--- config.mk ---
export PLATFORM = sky130hd
export DESIGN_NAME = uart_rx
export DESIGN_NICKNAME = d
export VERILOG_FILES = /design/src/rtl/uart_pkg.sv /design/src/rtl/uart_rx_sync.sv /design/src/rtl/uart_rx.sv
export SDC_FILE = /design/constraint.sdc
export NUM_CORES = 1
export LEC_CHECK = 0
export ABC_AREA = 1
export ABC_CLOCK_PERIOD_IN_PS = 1650
export CORE_UTILIZATION = 40
export CTS_CLUSTER_DIAMETER = 200
export DETAILED_ROUTE_END_ITERATION = 12
export GPL_TIMING_DRIVEN = 0
export PLACE_DENSITY = 0.67
export SYNTH_ARGS = -nofsm -noshare
export SYNTH_HDL_FRONTEND = slang
export SYNTH_SLANG_ARGS = --single-unit
--- constraint.sdc ---
create_clock -name clk -period 1.65 [get_ports clk]
set_clock_uncertainty 0.05 [all_clocks]
set_input_delay 0.33 -clock clk [delete_from_list [all_inputs] [get_ports clk]]
set_output_delay 0.33 -clock clk [all_outputs]
set_load 0.03 [all_outputs]
--- src/rtl/uart_pkg.sv ---
// Shared definitions for the UART receive path.
// Holds the FSM state encoding, oversampling constants and frame defaults.
`timescale 1ns/1ps
package uart_pkg;

    typedef enum logic [1:0] {
        IDLE  = 2'b00,
        START = 2'b01,
        DATA  = 2'b10,
        STOP  = 2'b11
    } state_t;

    localparam int OVERSAMPLE  = 16;
    localparam int MID_SAMPLE  = 7;
    localparam int DBIT_DEF    = 8;
    localparam int SB_TICK_DEF = 16;

endpackage

--- src/rtl/uart_rx_sync.sv ---
// Two-flop synchroniser for an asynchronous, idle-high input.
// Ports: clk, reset_n (async, active-low), d (async in), q (synchronised out).
`timescale 1ns/1ps
module uart_rx_sync (
    input  logic clk,
    input  logic reset_n,
    input  logic d,
    output logic q
);

    logic meta;

    // Reset to 1 so an idle line never looks like a start edge.
    always_ff @(posedge clk or negedge reset_n) begin
        if (!reset_n) begin
            meta <= 1'b1;
            q    <= 1'b1;
        end else begin
            meta <= d;
            q    <= meta;
        end
    end

endmodule

--- src/rtl/uart_rx.sv ---
// UART receiver, 16x oversampled, DBIT data bits LSB first, SB_TICK stop ticks.
// Ports: clk, reset_n, rx (serial in), tick (16x baud strobe), rd_ack (word taken);
//        dout (data), rx_valid, rx_done_tick (frame pulse), frame_err, overrun.
`timescale 1ns/1ps
module uart_rx
    import uart_pkg::*;
#(
    parameter int DBIT    = DBIT_DEF,
    parameter int SB_TICK = SB_TICK_DEF
) (
    input  logic            clk,
    input  logic            reset_n,
    input  logic            rx,
    input  logic            tick,
    input  logic            rd_ack,
    output logic [DBIT-1:0] dout,
    output logic            rx_valid,
    output logic            rx_done_tick,
    output logic            frame_err,
    output logic            overrun
);

    localparam int NW = $clog2(DBIT);

    localparam logic [4:0]    S_MID  = 5'(MID_SAMPLE);
    localparam logic [4:0]    S_LAST = 5'(OVERSAMPLE - 1);
    localparam logic [4:0]    S_STOP = 5'(SB_TICK - 1);
    localparam logic [NW-1:0] N_LAST = NW'(DBIT - 1);

    logic            rx_s;
    state_t          state;
    logic [4:0]      s;
    logic [NW-1:0]   n;
    logic [DBIT-1:0] shift;
    logic            complete;

    uart_rx_sync u_sync (
        .clk     (clk),
        .reset_n (reset_n),
        .d       (rx),
        .q       (rx_s)
    );

    // Last stop tick: the frame finishes on this clock edge.
    assign complete = (state == STOP) && tick && (s == S_STOP);

    always_ff @(posedge clk or negedge reset_n) begin
        if (!reset_n) begin
            state <= IDLE;
            s     <= '0;
            n     <= '0;
            shift <= '0;
        end else begin
            unique case (state)
                IDLE: begin
                    // Start edge needs no tick; s counts from the edge.
                    if (!rx_s) begin
                        state <= START;
                        s     <= '0;
                    end
                end
                START: begin
                    if (tick) begin
                        if (s == S_MID) begin
                            // Mid start bit: still low means a real frame.
                            if (!rx_s) begin
                                state <= DATA;
                                s     <= '0;
                                n     <= '0;
                            end else begin
                                state <= IDLE;
                            end
                        end else begin
                            s <= s + 5'd1;
                        end
                    end
                end
                DATA: begin
                    if (tick) begin
                        if (s == S_LAST) begin
                            s     <= '0;
                            shift <= {rx_s, shift[DBIT-1:1]};
                            if (n == N_LAST)
                                state <= STOP;
                            else
                                n <= n + 1'b1;
                        end else begin
                            s <= s + 5'd1;
                        end
                    end
                end
                STOP: begin
                    if (tick) begin
                        if (s == S_STOP)
                            state <= IDLE;
                        else
                            s <= s + 5'd1;
                    end
                end
                default: state <= IDLE;
            endcase
        end
    end

    // Output word register and valid/ack handshake.
    always_ff @(posedge clk or negedge reset_n) begin
        if (!reset_n) begin
            dout         <= '0;
            rx_valid     <= 1'b0;
            rx_done_tick <= 1'b0;
            frame_err    <= 1'b0;
            overrun      <= 1'b0;
        end else begin
            rx_done_tick <= complete;
            if (complete) begin
                // Word is kept even when the stop bit is bad.
                dout      <= shift;
                frame_err <= ~rx_s;
                rx_valid  <= 1'b1;
                if (rd_ack)
                    overrun <= 1'b0;
                else if (rx_valid)
                    overrun <= 1'b1;
            end else if (rd_ack) begin
                rx_valid <= 1'b0;
                overrun  <= 1'b0;
            end
        end
    end

endmodule
==> results summary <==
The run finished with clean final reports. The iteration-0 DRC count of the detailed router is a little over 80. For this run, the leading register cell type out of synthesis is dfrtp_1. The overall fraction of global-route tracks in use is 16.37%. Summing over every cut layer, the via total after detailed routing is 1211.

The tree is rooted in a clkbuf_8. The number of vias per cell after detailed routing came out at between 4 and 5. The global-route congestion overflow total is 0. Timing would allow up to approximately 0.63 GHz. The number of global-route vias before repair was 1158. The per-instance average area after synthesis is 8.288 um2. The number of endpoints with negative hold slack in the final report is 0. Among all cell types in the netlist, the one instantiated most often is nand2_1.

After synthesis, the largest area contributor takes up roughly 48% of total cell area. The first global-routing pass estimated 5071 um of wire. The max-slew violation count is 0. The required arrival time at the worst endpoint came out at 1.78 ns. The count of unresolved DRC violations after routing is 0.

The number of buffers inserted during clock tree synthesis came out at 5. STA classifies the critical path startpoint as a flop. The iteration count of the initial detailed-routing pass came out at 4. For the finished layout, the period the worst path requires is 1.576 ns. The synthesized design contains 0 enable-type register cells. The routed metal-1 wirelength is 1445 um.

For this run, the post-layout net count is 227. Counting every instance in the synthesized netlist gives 189. The class of the tightest hold or removal check is input pin to asynchronous set/reset pin. Yosys attributes the largest share of cell area to dfrtp_1, nand2_1, inv_1. Once detail routing completed, the nets flagged for antenna violations numbered 0.

The cell accounting for the most synthesized area is dfrtp_1. Ranked by instance count, the synthesized netlist is headed by nand2_1, dfrtp_1, inv_1. Summing every instance area after synthesis gives 0.001567 mm2. The headroom to the max-slew limit is 52.95%. Setup repair after global routing could not meet its margin everywhere. The setup TNS came out at 0 ns. The clock tree from TritonCTS is done. Detailed placement finished with a half-perimeter wire length of approximately 2000 um. The pin count of the biggest net entering global routing is 33. The number of library cell types mapped by synthesis came out at 24. The post-synthesis net count is 198. The floorplan step defined a core boundary enclosing 0.003716 mm2. Data arrives at the worst endpoint at between 1.5 and 2 ns. The vertical die dimension is 64.58 um. The final critical path takes up a little over nine tenths of the cycle. The CTS H-tree depth is 2.

The synthesis warning total is 0. STA classifies the critical path endpoint as a flop. The largest fanout of any net on the critical path is 10. The async set-reset flop share out of synthesis came out at 100.0%. The clock net sink count came out at 32. The clock tree buffer depth came out at 2. The register area share after synthesis came out at about half. The number of input and output port buffers inserted is 16. Relative to the synthesized area, the layout overhead comes to 24.92%. Of the cells placed in the final design, the portion with a size suffix greater than 1 is between 15 and 20%. By startpoint and endpoint, the worst setup path is classified as flop to flop. Dividing the detail-routed wire length by the instance count gives 10.82 um.

In this run the top signal layer used is met4. 0 antenna diodes ended up in the layout. Wire segments on met3 add up to 95 um in the final route. The synthesized flop and latch total came out at 32. The launch point of the worst path is s[0].

The count of hold-fix buffers inserted at cts came out at 0. The effective utilization at floorplan came out at a little over two fifths. The number of antenna violations at the first check in global routing came to 0. Hold timing on the final database bottoms out at a slack of about 0.035 ns. The power per cell area came out at approximately 1200 mW/mm2. The global placement routability congestion is 0.7994. The I/O pin total came out at 17. The worst voltage drop across the vdd grid is about 540 uV.

The sum of met2 wire segment lengths after detailed routing is 1315 um. The die outline area came out at 0.004171 mm2. The startpoint identified for the worst register-to-register timing path is s[0]. The width of the die came out at 64.58 um. Row generation in the floorplan step produced 22 rows. The worst-skew pair later-pin latency came out at 0.29 ns. The register clock-pin slew on the reported worst setup and hold paths is 0.07 ns.

In this run the static leakage power is ~1.0 nW. At the pin with the least slew margin, the transition time is 0.7057 ns. The final layout contains routed wiring with a total length of 2888 um.

The count of final setup violators came out at 0. The tool flagged a number of max-cap violations equal to 0.
## placed cells by master, fill, tap and decap left out, types with 2 or more instances in the layout
| cell | synthesis | final |
|---|---|---|
| nand2_1 | 64 | 62 |
| dfrtp_1 | 30 | 30 |
| inv_1 | 28 | 28 |
| dlygate4sd2_1 | 0 | 11 |
| o21ai_0 | 12 | 10 |
| nor2_1 | 12 | 10 |
| nand3_1 | 10 | 10 |
| o21ai_2 | 8 | 8 |
| buf_4 | 1 | 7 |
| clkbuf_8 | 0 | 5 |
| nand2_2 | 2 | 4 |
| o21ai_1 | 1 | 3 |
| nand4_1 | 3 | 3 |
| ha_1 | 4 | 3 |
| clkdlybuf4s50_1 | 0 | 3 |
| nor2_4 | 2 | 2 |
| nor2_2 | 0 | 2 |
| dfstp_2 | 2 | 2 |
## worst max-delay path: stages, from the launching register on
cell and delay (ns):
dfrtp_1 0.38, ha_2 0.21, nand2_2 0.08, nor2_4 0.15, nand3_2 0.11, nor2_4 0.15, inv_4 0.08, buf_8 0.16
nand2_1 0.06, nand2_1 0.04
## state kept, by name, indices dropped and copies added (netlist names), named ones only
register / count
dout: 8
frame_err: 1
n: 3
overrun: 1
rx_done_tick: 1
rx_valid: 1
s: 5
shift: 8
state: 1
u_sync.meta: 1
u_sync.q: 1
## metal layers
layer	vias to the layer above	global-route usage, %
li1	649	-
met1	540	20.18
met2	16	25.92
met3	6	5.810
met4	0	6.667
met5	-	0
## power breakdown
group	total (mW)	switching, mW	internal, mW
Combinational	0.690	0.430	0.259
Sequential	0.947	0.0783	0.869
Clock	0.735	0.288	0.448
Total	2.37	0.796	1.58
## final timing paths
kind                       cells past startpoint       end  slack, ns
setup / recovery                               9   dout[0]       0.07
hold / removal                                 1      s[1]       0.04
setup reg to reg                               9   dout[0]       0.07
hold reg to reg                                0  u_sync.q       0.31
max in group asynchronous                      1      n[0]       1.05
min in group clk                               0  u_sync.q       0.31
## metrics by stage
step | total power [mW] | utilization [%] | cells | setup slack [ns] | area, um2
3_3_place_gp | 1.558 | 48.08 | 253 | -0.4366 | 1787
2_1_floorplan | 1.409 | - | 189 | 0.2212 | 1567
4_1_cts | 2.299 | 50.47 | 261 | 0.008743 | 1876
3_5_place_dp | 1.569 | 47.95 | 253 | -0.1497 | 1782
6_report | 2.373 | 52.66 | 267 | 0.07381 | 1957
5_1_grt | 2.540 | 52.66 | 267 | -0.03655 | 1957
## area by class of cell
type | count | area, um2
fillers | 370 | 1759
flip-flops and latches | 32 | 803.3
multi-input cells | 125 | 651.9
repair buffers | 22 | 188.9
inverters | 29 | 111.4
clock buffers | 6 | 72.57
well taps | 48 | 60.06
clock inverters | 2 | 35.03
plain buffers | 3 | 33.78
## kinds of logic (layout without fill, tap and decap cells)
group	after synthesis	in the layout	share of synthesized area, %
AO/OA/AOI/OAI	23	23	9.425
AND/OR/NAND/NOR	97	97	27.08
XOR/XNOR	1	1	0.5592
flip-flops	32	32	51.28
adder cells (fa/ha/maj)	4	4	3.195
buffers and inverters	32	62	8.466
## timing repair
action | CTS | global route
buffers inserted | 0 | 6
pin swaps | 0 | 1
resized for setup | 11 | 14
setup endpoints to repair | 11 | 27
No activity file was read; power rests on OpenSTA's default activity.
